==> config.mk <==
export PLATFORM = sky130hd
export DESIGN_NAME = exchange_msg_tx
export DESIGN_NICKNAME = d
export VERILOG_FILES = /design/src/rtl/exchange_msg_tx_pkg.sv /design/src/rtl/exchange_msg_tx_fifo.sv /design/src/rtl/exchange_msg_tx.sv
export SDC_FILE = /design/constraint.sdc
export NUM_CORES = 1
export LEC_CHECK = 0
export BUFFER_PORTS_ARGS = -buffer_cell sky130_fd_sc_hd__buf_2
export CORE_MARGIN = 2
export CORE_UTILIZATION = 40
export CTS_CLUSTER_DIAMETER = 120
export CTS_CLUSTER_SIZE = 8
export DETAILED_ROUTE_END_ITERATION = 8
export PLACE_DENSITY = 0.64
export SETUP_SLACK_MARGIN = 0.4
export SYNTH_ARGS = -nofsm -noshare
export SYNTH_HDL_FRONTEND = slang
export SYNTH_SLANG_ARGS = --single-unit
==> constraint.sdc <==
create_clock -name clk -period 2.6 [get_ports clk]
set_input_delay 0.78 -clock clk [delete_from_list [all_inputs] [get_ports clk]]
set_output_delay 0.78 -clock clk [all_outputs]
set_load 0.1 [all_outputs]
==> src/rtl/exchange_msg_tx_pkg.sv <==
// Shared types and constants for the exchange message transmitter.
package cache_def;

    localparam int unsigned EXCH_ID_W  = 5;
    localparam int unsigned EXCH_AMT_W = 16;

    typedef struct packed {
        logic [EXCH_ID_W-1:0]  client_id;
        logic [EXCH_AMT_W-1:0] amount;
    } exch_msg_t;

    typedef enum logic [1:0] {IDLE, PULSE, GAP} tx_state_t;

    function automatic logic [EXCH_AMT_W-1:0] sat_add(input logic [EXCH_AMT_W-1:0] a,
                                                      input logic [EXCH_AMT_W-1:0] b);
        logic [EXCH_AMT_W:0] sum;
        sum = {1'b0, a} + {1'b0, b};
        return sum[EXCH_AMT_W] ? '1 : sum[EXCH_AMT_W-1:0];
    endfunction

endpackage

==> src/rtl/exchange_msg_tx_fifo.sv <==
// Message FIFO for exchange_msg_tx. With EXCH_TX_COALESCE_EN defined, a push matching the
// newest entry's client_id adds into that entry instead of allocating a slot.
module exch_tx_fifo
    import cache_def::*;
#(
    parameter int unsigned DEPTH = 8
) (
    input  logic                   clk,
    input  logic                   HRESETn,
    input  logic                   push,
    input  exch_msg_t              push_msg,
    input  logic                   pop,
    output exch_msg_t              head,
    output logic [$clog2(DEPTH):0] count
);

    localparam int unsigned AW = $clog2(DEPTH);
    localparam int unsigned CW = AW + 1;

    exch_msg_t     mem [DEPTH];
    logic [AW-1:0] wr_ptr_q;
    logic [AW-1:0] rd_ptr_q;
    logic [CW-1:0] count_q;
    logic          alloc;

`ifdef EXCH_TX_COALESCE_EN
    logic [AW-1:0] last_ptr;
    logic          merge;

    assign last_ptr = wr_ptr_q - AW'(1);
    // The newest entry is only the one leaving when it is also the sole entry.
    assign merge = push && (count_q != '0) &&
                   (mem[last_ptr].client_id == push_msg.client_id) &&
                   !(pop && (count_q == CW'(1)));
    assign alloc = push && !merge;

    always_ff @(posedge clk) begin
        if (alloc) begin
            mem[wr_ptr_q] <= push_msg;
        end else if (merge) begin
            mem[last_ptr].amount <= sat_add(mem[last_ptr].amount, push_msg.amount);
        end
    end
`else
    assign alloc = push;

    always_ff @(posedge clk) begin
        if (alloc) begin
            mem[wr_ptr_q] <= push_msg;
        end
    end
`endif

    assign head  = mem[rd_ptr_q];
    assign count = count_q;

    always_ff @(posedge clk or negedge HRESETn) begin
        if (!HRESETn) begin
            wr_ptr_q <= '0;
            rd_ptr_q <= '0;
            count_q  <= '0;
        end else begin
            if (alloc) begin
                wr_ptr_q <= wr_ptr_q + AW'(1);
            end
            if (pop) begin
                rd_ptr_q <= rd_ptr_q + AW'(1);
            end
            count_q <= count_q + CW'(alloc) - CW'(pop);
        end
    end

endmodule

==> src/rtl/exchange_msg_tx.sv <==
// Queues exchange cancel/fill messages and emits them as spaced one-cycle strobes, deferring
// to the CPU order path. Optional coalescing of same-client messages: EXCH_TX_COALESCE_EN.
module exchange_msg_tx
    import cache_def::*;
#(
    parameter int unsigned DEPTH      = 8,
    parameter int unsigned GAP_CYCLES = 1
) (
    input  logic                   clk,
    input  logic                   HRESETn,
    input  logic                   in_valid,
    output logic                   in_ready,
    input  logic [EXCH_ID_W-1:0]   in_client_id,
    input  logic [EXCH_AMT_W-1:0]  in_amount,
    input  logic                   cpu_busy,
    output logic                   exchange_go,
    output logic [EXCH_ID_W-1:0]   exchange_client_id,
    output logic [EXCH_AMT_W-1:0]  exchange_amount,
    output logic [$clog2(DEPTH):0] fifo_count,
    output logic [15:0]            sent_count
);

    localparam int unsigned CW = $clog2(DEPTH) + 1;
    localparam int unsigned GW = (GAP_CYCLES > 1) ? $clog2(GAP_CYCLES) : 1;

    tx_state_t     state_q;
    logic [GW-1:0] gap_cnt_q;
    exch_msg_t     in_msg;
    exch_msg_t     head;
    logic          push;
    logic          pop;
    logic          empty;

    assign in_msg   = '{client_id: in_client_id, amount: in_amount};
    assign empty    = (fifo_count == '0);
    assign in_ready = HRESETn && (fifo_count < CW'(DEPTH));
    assign push     = in_valid && in_ready;
    // Head is captured and popped on the same edge that launches the strobe.
    assign pop      = (state_q == IDLE) && !empty && !cpu_busy;

    exch_tx_fifo #(
        .DEPTH (DEPTH)
    ) u_fifo (
        .clk      (clk),
        .HRESETn  (HRESETn),
        .push     (push),
        .push_msg (in_msg),
        .pop      (pop),
        .head     (head),
        .count    (fifo_count)
    );

    always_ff @(posedge clk or negedge HRESETn) begin
        if (!HRESETn) begin
            state_q            <= IDLE;
            gap_cnt_q          <= '0;
            exchange_go        <= 1'b0;
            exchange_client_id <= '0;
            exchange_amount    <= '0;
            sent_count         <= '0;
        end else begin
            unique case (state_q)
                IDLE: begin
                    if (pop) begin
                        state_q            <= PULSE;
                        exchange_go        <= 1'b1;
                        exchange_client_id <= head.client_id;
                        exchange_amount    <= head.amount;
                        sent_count         <= sent_count + 16'd1;
                    end
                end
                PULSE: begin
                    state_q     <= GAP;
                    exchange_go <= 1'b0;
                    gap_cnt_q   <= '0;
                end
                GAP: begin
                    if (gap_cnt_q == GW'(GAP_CYCLES - 1)) begin
                        state_q <= IDLE;
                    end else begin
                        gap_cnt_q <= gap_cnt_q + GW'(1);
                    end
                end
                default: begin
                    state_q     <= IDLE;
                    exchange_go <= 1'b0;
                end
            endcase
        end
    end

endmodule

# Word-level counts from Yosys, hierarchy flattened
# Memory sizes are Yosys's and may differ from the RTL's. A register that Yosys moved wholly into a read port is not among the register bits.
# Cells that the tools add are included.
[totals]
ff_bits = 30
ram_bits = 168
inputBits = 25
out_inout_bits = 43
elab_cells = 42
n_memories = 1
[memory_table]
columns = ["memory", "words", "word_bits", "read_ports", "rd_ports_with_merged_regs", "wr", "line_no", "text"]
rows = [
  ["u_fifo.mem", 8, 21, 1, 1, 1, "exchange_msg_tx_fifo.sv:20", "exch_msg_t mem [DEPTH];"],
]
[classes]
addsub = 6
order_cmp = 1
eq_ne = 4
muxes = 9
n_bitwise = 1
reduce_logical = 13
[op_table]
columns = ["operator", "count"]
rows = [
  ["$add 16x1->16 const B", 1],
  ["$add 3x1->3 const B", 2],
  ["$pmux 2 s3", 1],
  ["$reduce_and 2->1", 3],
  ["$add 4x1->4", 1],
  ["$logic_and 1x1->1", 4],
  ["$logic_not 4->1", 1],
  ["$lt 4x4->1 const B", 1],
  ["$mux 1", 4],
  ["$mux 2", 2],
  ["$pmux 1 s2", 2],
  ["$sub 4x1->4", 1],
  ["$logic_not 1->1", 3],
  ["$eq 2x1->1 const B", 1],
  ["$eq 2x2->1 const B", 1],
  ["$logic_not 2->1", 1],
  ["$ne 2x1->1 const B", 1],
  ["$ne 2x2->1 const B", 1],
  ["$reduce_bool 2->1", 1],
  ["$add 1x1->1 const B", 1],
  ["$not 1->1", 1],
]

# Longest topological paths before layout
# Gate-level depths: netlist of the first run.
[depth]
ltp_word = 6
depth_mapped = 13
depth_no_buf = 11

# Modules after synthesis
# Synthesis of the first run repeated with hierarchy kept, for this count alone.
[unflattened]
hier_cells = 460
area_unflattened_um2 = 8672.1
[by_module_without_submodules]
columns = ["mod", "n_inst", "cells_each", "area_per_inst_um2"]
rows = [
  ["exch_tx_fifo", 1, 293, 6986.7],
  ["exchange_msg_tx", 1, 167, 1685.4],
]

# Worst setup path after synthesis of the first run
# No wires, ideal clock.
[synth_timing]
kind = "reg-to-reg"
start = "register u_fifo.count_q[3], in the netlist u_fifo.count[3]"
end = "memory u_fifo.mem[0][0] (netlist name) (enable)"
setup_ns = 0.425
arrival_time_ns = 4.334
slack_ns = -2.159
path_stages_with_launch = 6
cell_sequence = "dfrtp_1 > nor2b_1 > and2_1 > clkbuf_1 > nand2b_1 > nor3_1"
[synth_via]
elab_chain_len = 5
[synth_rtl]
columns = ["item", "line_no", "text"]
rows = [
  ["start: declaration", "exchange_msg_tx_fifo.sv:23", "logic [CW-1:0] count_q;"],
  ["start signal: assignment", "exchange_msg_tx_fifo.sv:69", "count_q <= count_q + CW'(alloc) - CW'(pop);"],
  ["$lt 4x4->1", "exchange_msg_tx.sv:36", "assign in_ready = HRESETn && (fifo_count < CW'(DEPTH));"],
  ["$logic_and 1x1->1", "exchange_msg_tx.sv:36", ""],
  ["net in_ready", "exchange_msg_tx.sv:12", "output logic in_ready,"],
  ["$logic_and 1x1->1", "exchange_msg_tx.sv:37", "assign push = in_valid && in_ready;"],
  ["net push", "exchange_msg_tx.sv:30", "logic push;"],
  ["$mux 1", "exchange_msg_tx_fifo.sv:48", "if (alloc) begin"],
  ["$mux 1 (implied by the code)", "exchange_msg_tx_fifo.sv:49", "mem[wr_ptr_q] <= push_msg;"],
  ["end: declaration", "exchange_msg_tx_fifo.sv:20", ""],
]
# The timed path passes the listed nets, and every way through them passes these cells.

# Final worst setup path of the first run
[layout_timing]
start = "register state_q[0]"
end = "register u_fifo.count_q[1], in the netlist u_fifo.count[1]"
[layout_via]
elab_chain_len = 4
[layout_rtl]
columns = ["item", "line_no", "text"]
rows = [
  ["start: declaration", "exchange_msg_tx.sv:26", "tx_state_t state_q;"],
  ["start signal: assignment", "exchange_msg_tx.sv:55", "state_q <= IDLE;"],
  ["start signal: assignment", "exchange_msg_tx.sv:65", "state_q <= PULSE;"],
  ["start signal: assignment", "exchange_msg_tx.sv:73", "state_q <= GAP;"],
  ["$logic_not 2->1", "exchange_msg_tx.sv:39", "assign pop = (state_q == IDLE) && !empty && !cpu_busy;"],
  ["$logic_and 1x1->1 (2 in a row)", "exchange_msg_tx.sv:39", ""],
  ["$sub 4x1->4", "exchange_msg_tx_fifo.sv:69", ""],
]
# No other way between the ends.
# A chain may end at the register's enable or synchronous reset.

==> flow_summary.toml, run 1 <==
[outcome]
status = "completed"

[critical_path]
crit_end = "u_fifo.count[1]"
worstSetupPathType = "flip-flop to flip-flop"
r2r_slack_ns = 0.39
r2r_end = "u_fifo.count[1]"
cp_max_fo = 2
end_kind = "flip-flop"
critPathRequiredTime_ns = 3.04
crit_start = "state_q[0]"
r2r_cells = 9
start_kind = "flip-flop"
reg2reg_from = "state_q[0]"
cp.arrival_ns = 2.65

[sta]
period_share_pct = 84.97
clock_skew_ns = 0.01069
worst-slew-pin-transition_ns = 0.7120
finalSetupViolCount = 0
finalHoldViolations = 0
whs_ns = 0.4363
fmax_ghz = 0.4526
rsz0062_at_grt = "true"
slew_headroom_pct = 52.54
slew_viol_final = 0
period_needed_ns = 2.209

[floorplanning]
num_rows = 53
io_pins = 68
die_y_um = 149.9
coreArea_um2 = 20960
start_util_pct = 40.64
fp.dieW_um = 149.9
dieArea_um2 = 22480

[power]
p_int_mw = 7.853
p_per_area_nw_per_um2 = 1246
net-switching-power_mw = 5.230
pwr-share-clk_pct = 27.4
comb_power_share_pct = 36.7
p_leak_nw = 4.045
p_seq_share_pct = 36.0
ir_worst_vdd_v = 0.0005378
swShare_pct = 39.97

[clocking]
cts_sinks = 218
insertion_delay_ns = 0.55
root_buffer = "clkbuf_16"
ctsLongestPathBuffers = 3
cts_inserted_buffers = 31
clkTransAtPathRegs_ns = 0.06
tritoncts = "built"
h-tree-depth = 1
hold_buffers = 0

[layout]
fin_cells = 935
antenna_cells = 0
layout_common_cells = "168 x edfxtp_1, 84 x mux2i_1, 56 x nand2_1"
syn_to_final_growth_pct = 23.24
final_common_cell = "edfxtp_1"
nNetsFinal = 671
fin_util_pct = 50.09
drive_gt1_share_pct = 24.39

[run]
drv_cap = 0

[place]
post-dp-hpwl_um = 10030
dpl.cell_count = 874
port_buffers = 67
routabilityCongestion = 0.7499

[synthesis]
seq_area_frac_synth_pct = 73.92
yosysWarnings = 0
synth_top_area_share_pct = 59.23
avgSynthCellArea_um2 = 15.95
synth_area_um2 = 8517
ys_ff_latch = 218
synth_area_leader_cell = "edfxtp_1"
synth_area_leaders = "edfxtp_1 59%, dfrtp_1 15%, mux2i_1 9.9%"
synth_cell_types = 33
synth_nets = 568
synthCells = 534

[drt]
final_antenna_net_count = 0
drt_iter0_markers = 247
remaining_drc_errors = 0
vias_per_cell = 5.055
dr.pass1.iters = 4
routedWlPerCell_um = 18.80
via_count = 4726
routed_wl_um = 17580

[global_routing]
antenna_found_initial = 1
grt_max_degree = 51
grt_pass1_vias = 5019
grtUsageTotal_pct = 16.00
grt_pass1_wl_um = 27160
grt-ovfl-total = 0

[min_path]
holdCritPathClass = "input port to async pin"
## kinds of logic after synthesis
family          Yosys count  synth area share (%)
compound gates           45                 3.908
fa+ha+maj                 9                 1.410
simple gates            119                 6.552
xor+xnor                 21                 2.160
flops                   218                 73.92
mux                      85                 10.00
buf+inv                  37                 2.042
## power groups by stage
stage          registers (mW)  clock network, mW  logic, mW
2_1_floorplan            6.36                  0       2.02
3_3_place_gp             4.72                  0       4.64
3_5_place_dp             4.75                  0       4.71
4_1_cts                  4.70               3.67       4.77
5_1_grt                  4.78               3.83       5.12
6_report                 4.71               3.58       4.80
## repair_timing
action / in CTS / in global routing
setup buffers: 2 / 3
setup endpoints to repair: 14 / 11
resized for setup: 15 / 12
pin swaps: 1 / 2
## sequential cells by signal, indices dropped and copies added (netlist names)
register            flops
u_fifo.mem            168
state_q                 2
exchange_go             1
u_fifo.rd_ptr_q         3
u_fifo.count            4
u_fifo.wr_ptr_q         3
exchange_amount        16
sent_count             16
exchange_client_id      5
## how the worst min path moves through the flow
stage / startpoint / to / slack, ns / depth (start not counted)
finish: HRESETn / sent_count[9] / 0.44 / 2
global route: HRESETn / exchange_amount[5] / 0.49 / 2
CTS: HRESETn / u_fifo.count[3] / 0.46 / 2
detailed placement: exchange_client_id[4] / exchange_client_id[4] / 0.46 / 2
global placement: state_q[0] / exchange_go / 0.45 / 1
floorplan: state_q[0] / exchange_go / 0.45 / 1
## critical path, cell delays in order, from the launching register on
cell	delay [ns]
dfrtp_1	0.38
or3_4	0.38
or2_4	0.27
inv_2	0.08
ha_4	0.19
inv_2	0.04
ha_2	0.17
inv_2	0.04
fa_2	0.51
inv_1	0.04
## Yosys cell counts
master,count
a21o_1,1
a21oi_1,1
a22oi_1,42
and2_1,3
and2b_2,1
and3_1,1
and4_1,2
buf_2,10
buf_4,2
buf_6,2
clkbuf_1,12
dfrtp_1,50
edfxtp_1,168
fa_1,1
ha_1,8
inv_1,11
mux2_2,1
mux2i_1,84
nand2_1,57
nand2b_1,3
nand3_1,27
nand4_1,5
nor2_1,7
nor2b_1,3
nor3_1,4
nor3_2,1
nor3b_1,1
nor4_1,2
o21ai_0,1
or2_1,1
or3_1,1
xnor2_1,14
xor2_1,7
## through the flow
stage	cell area (um^2)	total power [mW]	setup TNS, ns	setup slack [ns]
after floorplan	8652	8.380	-7.299	-0.1727
after detailed placement	9494	9.464	-0.06433	-0.06433
after global placement	9494	9.353	-0.04005	-0.04005
after CTS	10440	13.14	0	0.3664
after global routing	10500	13.73	0	0.3477
final	10500	13.08	0	0.3908
## final cells by class
type                    instances  area, um^2
multi-input cells             279        2190
flip-flops and latches        218        6310
repair buffers                 96       718.2
well taps                     275       344.1
inverters                      11       43.79
fillers                      1766       10460
clock buffers                  54       862.1
clock inverters                 2       28.78
## routing by layer
layer / vias up / track usage [%] / wire [um]
li1: 2226 / - / -
met1: 2342 / 19.64 / 7259
met2: 124 / 28.77 / 9057
met3: 32 / 3.232 / 892
met4: 2 / 4.198 / 356
met5: - / 0 / 13
(Power assumes the default switching activity.)
==> run 2, diff against run 1 <==
Clock period 2.6 ns to 1.75 ns, I/O delays scaled along.
==> run 2 against run 1 <==
  * The flow now finishes with violations (setup timing)
  * Die area unchanged
  * Wire length increased by 28%
  * Clock skew increased by 0.0033 ns
  * Setup slack got worse by 0.84 ns
  * Maximum frequency increased by 0.25%
  * Non-clock buffer count increased by 101
  * Worst hold slack got worse by 0.24 ns
  * Power increased by 79%
  * Utilization increased by 11 points
  * Flip-flop and latch count unchanged
  * Largest cell class unchanged
  * Highest routed layer unchanged
==> flow_summary.toml, run 2 (same netlist as run 1, synthesis figures left out) <==
[outcome]
status = "finished with violations"
violations = "setup timing"

[clocking]
ctsLongestPathBuffers = 3
insertion_delay_ns = 0.54
clkTransAtPathRegs_ns = 0.05
cts_inserted_buffers = 31
root_buffer = "clkbuf_16"
h-tree-depth = 1
tritoncts = "built"
cts_sinks = 218

[critical_path]
cp_num_cells = 11
slowest_delay_ns = 0.52
end_kind = "flip-flop"
slowest_stage = "fa_2"
reg2reg_from = "u_fifo.count[3]"
start_kind = "flip-flop"
r2r_cells = 11
critPathRequiredTime_ns = 2.19
crit_chain = "inv_4 -> ha_4 -> nor3b_4 -> or2_4 -> inv_4 -> ha_4 -> inv_4 -> ha_4 -> inv_2 -> fa_2 -> inv_2"
r2r_end = "u_fifo.count[1]"
crit_end = "u_fifo.count[1]"
crit_start = "u_fifo.count[3]"
worstSetupPathType = "flip-flop to flip-flop"
r2r_slack_ns = -0.45
cp_top_family = "adder cells"
cp_num_buf_inv = 5
cp_max_fo = 2
cp.arrival_ns = 2.64

[layout]
final_common_cell = "edfxtp_1"
top_register = "u_fifo.mem"
top_regs = "u_fifo.mem: 168 flops, exchange_amount: 16 flops, sent_count: 16 flops"
antenna_cells = 0
drive_gt1_share_pct = 45.74
fin_cells = 1038
layout_common_cells = "168 x edfxtp_1, 84 x mux2i_1, 68 x buf_12"
syn_to_final_growth_pct = 50.71
nNetsFinal = 772
largest_reg_flops = 168

[place]
port_buffers = 67
post-dp-hpwl_um = 10310
routabilityCongestion = 0.7054
dpl.cell_count = 888
place_worst_setup_slack_ns = -0.6137

[sta]
setup_slack_ns = -0.4538
rsz0062_at_grt = "true"
fmax_ghz = 0.4538
whs_ns = 0.1971
slew_headroom_pct = 51.68
slew_viol_final = 0
finalHoldViolations = 0
period_needed_ns = 2.204
period_share_pct = 125.9
clock_skew_ns = 0.01402
finalSetupViolCount = 215
worst-slew-pin-transition_ns = 0.7249

[floorplanning]
io_pins = 68
start_util_pct = 40.64
fp.dieW_um = 149.9
coreArea_um2 = 20960
dieArea_um2 = 22480
num_rows = 53
die_y_um = 149.9

[drt]
final_antenna_net_count = 0
vias_per_cell = 5.214
drt_iter0_markers = 399
via_count = 5412
remaining_drc_errors = 0
dr.pass1.iters = 7
routed_wl_um = 22570
routedWlPerCell_um = 21.74

[power]
p_per_area_nw_per_um2 = 1822
swShare_pct = 38.37
ir_worst_vdd_v = 0.0009994
comb_power_share_pct = 46.5
net-switching-power_mw = 8.974
p_seq_share_pct = 30.4
pwr-share-clk_pct = 23.1
fin_total_pwr_mw = 23.39
p_leak_nw = 5.096
p_int_mw = 14.41

[min_path]
holdCritPathClass = "input port to async pin"

[global_routing]
grt_max_degree = 51
grt-ovfl-total = 0
grt_pass1_vias = 5608
grt_pass1_wl_um = 33430
antenna_found_initial = 1
grtUsageTotal_pct = 20.00

[run]
drv_cap = 0
-- run 2: cell count changes in the layout (fill, tap and decap cells not counted), sizes merged --
cell / previous run / this run
clkbuf: 59 / 58
bufbuf: 0 / 1
buf: 91 / 194
-- run 2: layout make-up --
cell class / count / area [um^2]
clock buffers: 56 / 869.6
clock inverters: 2 / 17.52
fillers: 1475 / 8119
inverters: 11 / 51.30
multi-input cells: 279 / 2486
flip-flops and latches: 218 / 6357
well taps: 275 / 344.1
repair buffers: 197 / 2710
-- run 2: worst min path at each step --
stage | startpoint | endpoint | slack [ns] | depth (start not counted)
after floorplan | HRESETn | exchange_amount[0] | 0.23 | 0
after global placement | state_q[0] | exchange_go | 0.45 | 1
after detailed placement | sent_count[12] | sent_count[12] | 0.46 | 1
after CTS | in_amount[0] | u_fifo.mem[2][0] | 0.24 | 1
after global routing | HRESETn | exchange_amount[7] | 0.25 | 2
final | HRESETn | sent_count[11] | 0.20 | 2
-- run 2: through the flow --
step / TNS [ns] / util (%) / area [um^2]
final: -51.25 / 61.26 / 12840
after CTS: -36.36 / 58.82 / 12330
after global placement: -48.36 / 46.68 / 9782
after floorplan: -122.48 / - / 8763
after detailed placement: -50.00 / 46.68 / 9782
after global routing: -64.24 / 61.26 / 12840
-- run 2: what timing repair did --
| item | in CTS | in global routing |
|---|---|---|
| setup buffers | 50 | 26 |
| pin swaps | 28 | 22 |
| hold buffers | 0 | 0 |
| endpoints found under the setup margin | 259 | 260 |
| gates cloned | 14 | 2 |
| gates resized for setup | 234 | 57 |
-- run 2: power groups by stage --
stage | Combinational, mW | Clock (mW) | Sequential, mW
final | 10.9 | 5.40 | 7.10
after floorplan | 3.06 | 0 | 9.52
after detailed placement | 7.50 | 0 | 6.98
after CTS | 9.95 | 5.45 | 7.06
after global placement | 7.38 | 0 | 6.94
after global routing | 11.4 | 5.71 | 7.16
-- run 2: metal layers --
metal	GRT usage [%]	vias up	share of wire (%)
met5	0	-	0.058
met4	5.896	2	2.7
met3	3.445	51	5.5
met2	36.05	167	53
met1	24.58	2757	39
li1	-	2435	-
==> run 3, diff against run 2 <==
Settings changed: CELL_PAD_IN_SITES_DETAIL_PLACEMENT set to 1, CELL_PAD_IN_SITES_GLOBAL_PLACEMENT set to 2, CORE_UTILIZATION 40 to 39, PLACE_DENSITY 0.64 to 0.79.
==> run 3 against run 2 <==
  * The run still ends with setup timing left
  * Via count shrank 5.0%
  * Clock skew shrank 0.0041 ns
  * Combinational power shrank 14%
  * Power shrank 6.7%
  * Design area shrank 8.9%
  * Highest routed layer is now met4
  * Cell count shrank 5.4%
  * Clock power grew 1%
  * Utilization shrank 7.2 points
  * Global-route usage grew 0.46 points
  * Maximum frequency shrank 1.0%
  * Count of clock-buffer cells in the layout shrank 1
  * Largest cell class unchanged
  * Largest power group unchanged
  * First-iteration DRC count shrank 41%
==> flow_summary.toml, run 3 (same netlist as run 1, synthesis figures left out) <==
[global_routing]
grt_pass1_wl_um = 34370
antenna_found_initial = 0
grt_pass1_vias = 5854
grtUsageTotal_pct = 20.46
grt-ovfl-total = 0
grt_max_degree = 51

[drt]
routedWlPerCell_um = 23.19
dr.pass1.iters = 4
vias_per_cell = 5.238
final_antenna_net_count = 0
remaining_drc_errors = 0
routed_wl_um = 22770
drt_iter0_markers = 235
via_count = 5144

[outcome]
violations = "setup timing"
status = "finished with violations"

[sta]
fin_setup_tns_ns = -45.50
period_share_pct = 127.2
rsz0062_at_grt = "true"
finalHoldViolations = 0
clock_skew_ns = 0.009939
fmax_ghz = 0.4492
finalSetupViolCount = 217
whs_ns = 0.2187
slew_viol_final = 0
worst-slew-pin-transition_ns = 0.7556
setup_slack_ns = -0.4760
slew_headroom_pct = 49.63
period_needed_ns = 2.226

[layout]
syn_to_final_growth_pct = 37.31
antenna_cells = 0
top_regs = "u_fifo.mem: 168 flops, exchange_amount: 16 flops, sent_count: 16 flops"
layout_common_cells = "168 x edfxtp_1, 84 x mux2i_1, 55 x buf_12"
largest_reg_flops = 168
final_common_cell = "edfxtp_1"
nNetsFinal = 712
drive_gt1_share_pct = 35.19
top_register = "u_fifo.mem"

[clocking]
ctsLongestPathBuffers = 3
cts_sinks = 218
clkTransAtPathRegs_ns = 0.05
cts_inserted_buffers = 31
hold_buffers = 0
root_buffer = "clkbuf_16"
tritoncts = "built"
insertion_delay_ns = 0.56
h-tree-depth = 1

[floorplanning]
coreArea_um2 = 21620
dieArea_um2 = 23040
fp.dieW_um = 151.8
start_util_pct = 39.39
die_y_um = 151.8
num_rows = 54
io_pins = 68

[critical_path]
end_kind = "flip-flop"
cp_max_fo = 3
cp.arrival_ns = 2.67
start_kind = "flip-flop"
critPathRequiredTime_ns = 2.19
slowest_stage = "fa_2"
slowest_delay_ns = 0.51
worstSetupPathType = "flip-flop to flip-flop"
cp_top_family = "adder cells"
cp_num_buf_inv = 4
crit_chain = "or3_4 -> or2_4 -> inv_4 -> ha_4 -> inv_2 -> ha_4 -> inv_2 -> fa_2 -> inv_1"

[power]
ir_worst_vdd_v = 0.001224
p_per_area_nw_per_um2 = 1866
p_leak_nw = 4.508

[place]
routabilityCongestion = 0.7046
post-dp-hpwl_um = 12710
port_buffers = 67

[min_path]
holdCritPathClass = "input port to async pin"

[run]
drv_cap = 0
[run 3: changes by cell type in the layout (fill, tap and decap cells not counted), sizes merged]
cell,previous run,this run
buf,194,131
bufbuf,1,6
clkbuf,58,55
[run 3: layout make-up]
class,count,area (um^2)
Fill cell,2013,9926
Sequential cell,218,6357
Multi-Input combinational cell,279,2247
Timing Repair Buffer,137,1808
Clock buffer,55,865.8
Tap cell,280,350.3
Inverter,11,48.80
Clock inverter,2,17.52
[run 3: repair_timing]
| item | CTS | global route |
|---|---|---|
| gates cloned | 6 | 0 |
| setup endpoints to repair | 260 | 260 |
| pin swaps | 14 | 6 |
| resized for setup | 83 | 87 |
| setup buffers | 17 | 3 |
[run 3: metal layers]
| layer | global-route usage (%) | share of wire [%] | up-vias | wire length (um) |
|---|---|---|---|---|
| met5 | 0 | 0 | - | 0 |
| met4 | 7.222 | 2.6 | 0 | 594 |
| met3 | 2.994 | 3.4 | 44 | 768 |
| met2 | 37.77 | 53 | 112 | 12110 |
| met1 | 24.24 | 41 | 2685 | 9303 |
| li1 | - | - | 2303 | - |
[run 3: final timing paths]
kind,startpoint,to,slack (ns),cells past startpoint
max,state_q[0],u_fifo.count[1],-0.48,9
min,HRESETn,sent_count[11],0.22,2
max reg2reg,state_q[0],u_fifo.count[1],-0.48,9
min reg2reg,exchange_amount[6],exchange_amount[6],0.48,2
max in group asynchronous,HRESETn,u_fifo.rd_ptr_q[2],0.96,2
min in group clk,in_amount[9],u_fifo.mem[7][9],0.23,1
[run 3: report_power, final]
part | switching [mW] | leakage (nW) | total (mW) | internal [mW]
registers | 0.630 | 2.08 | 7.00 | 6.37
logic | 5.79 | 2.01 | 9.37 | 3.58
clock network | 2.16 | 0.419 | 5.46 | 3.29
[run 3: per-stage QoR]
stage          cells  setup slack (ns)  cell area [um^2]  power [mW]  utilization, %
2_1_floorplan    534           -0.8879              8763       12.58               -
3_3_place_gp     899           -0.6065              9883       14.43           45.71
3_5_place_dp     899           -0.6917              9883       14.75           45.71
4_1_cts          979           -0.4281             11410       21.28           52.77
5_1_grt          982           -0.5268             11700       22.73           54.09
6_report         982           -0.4760             11700       21.82           54.09
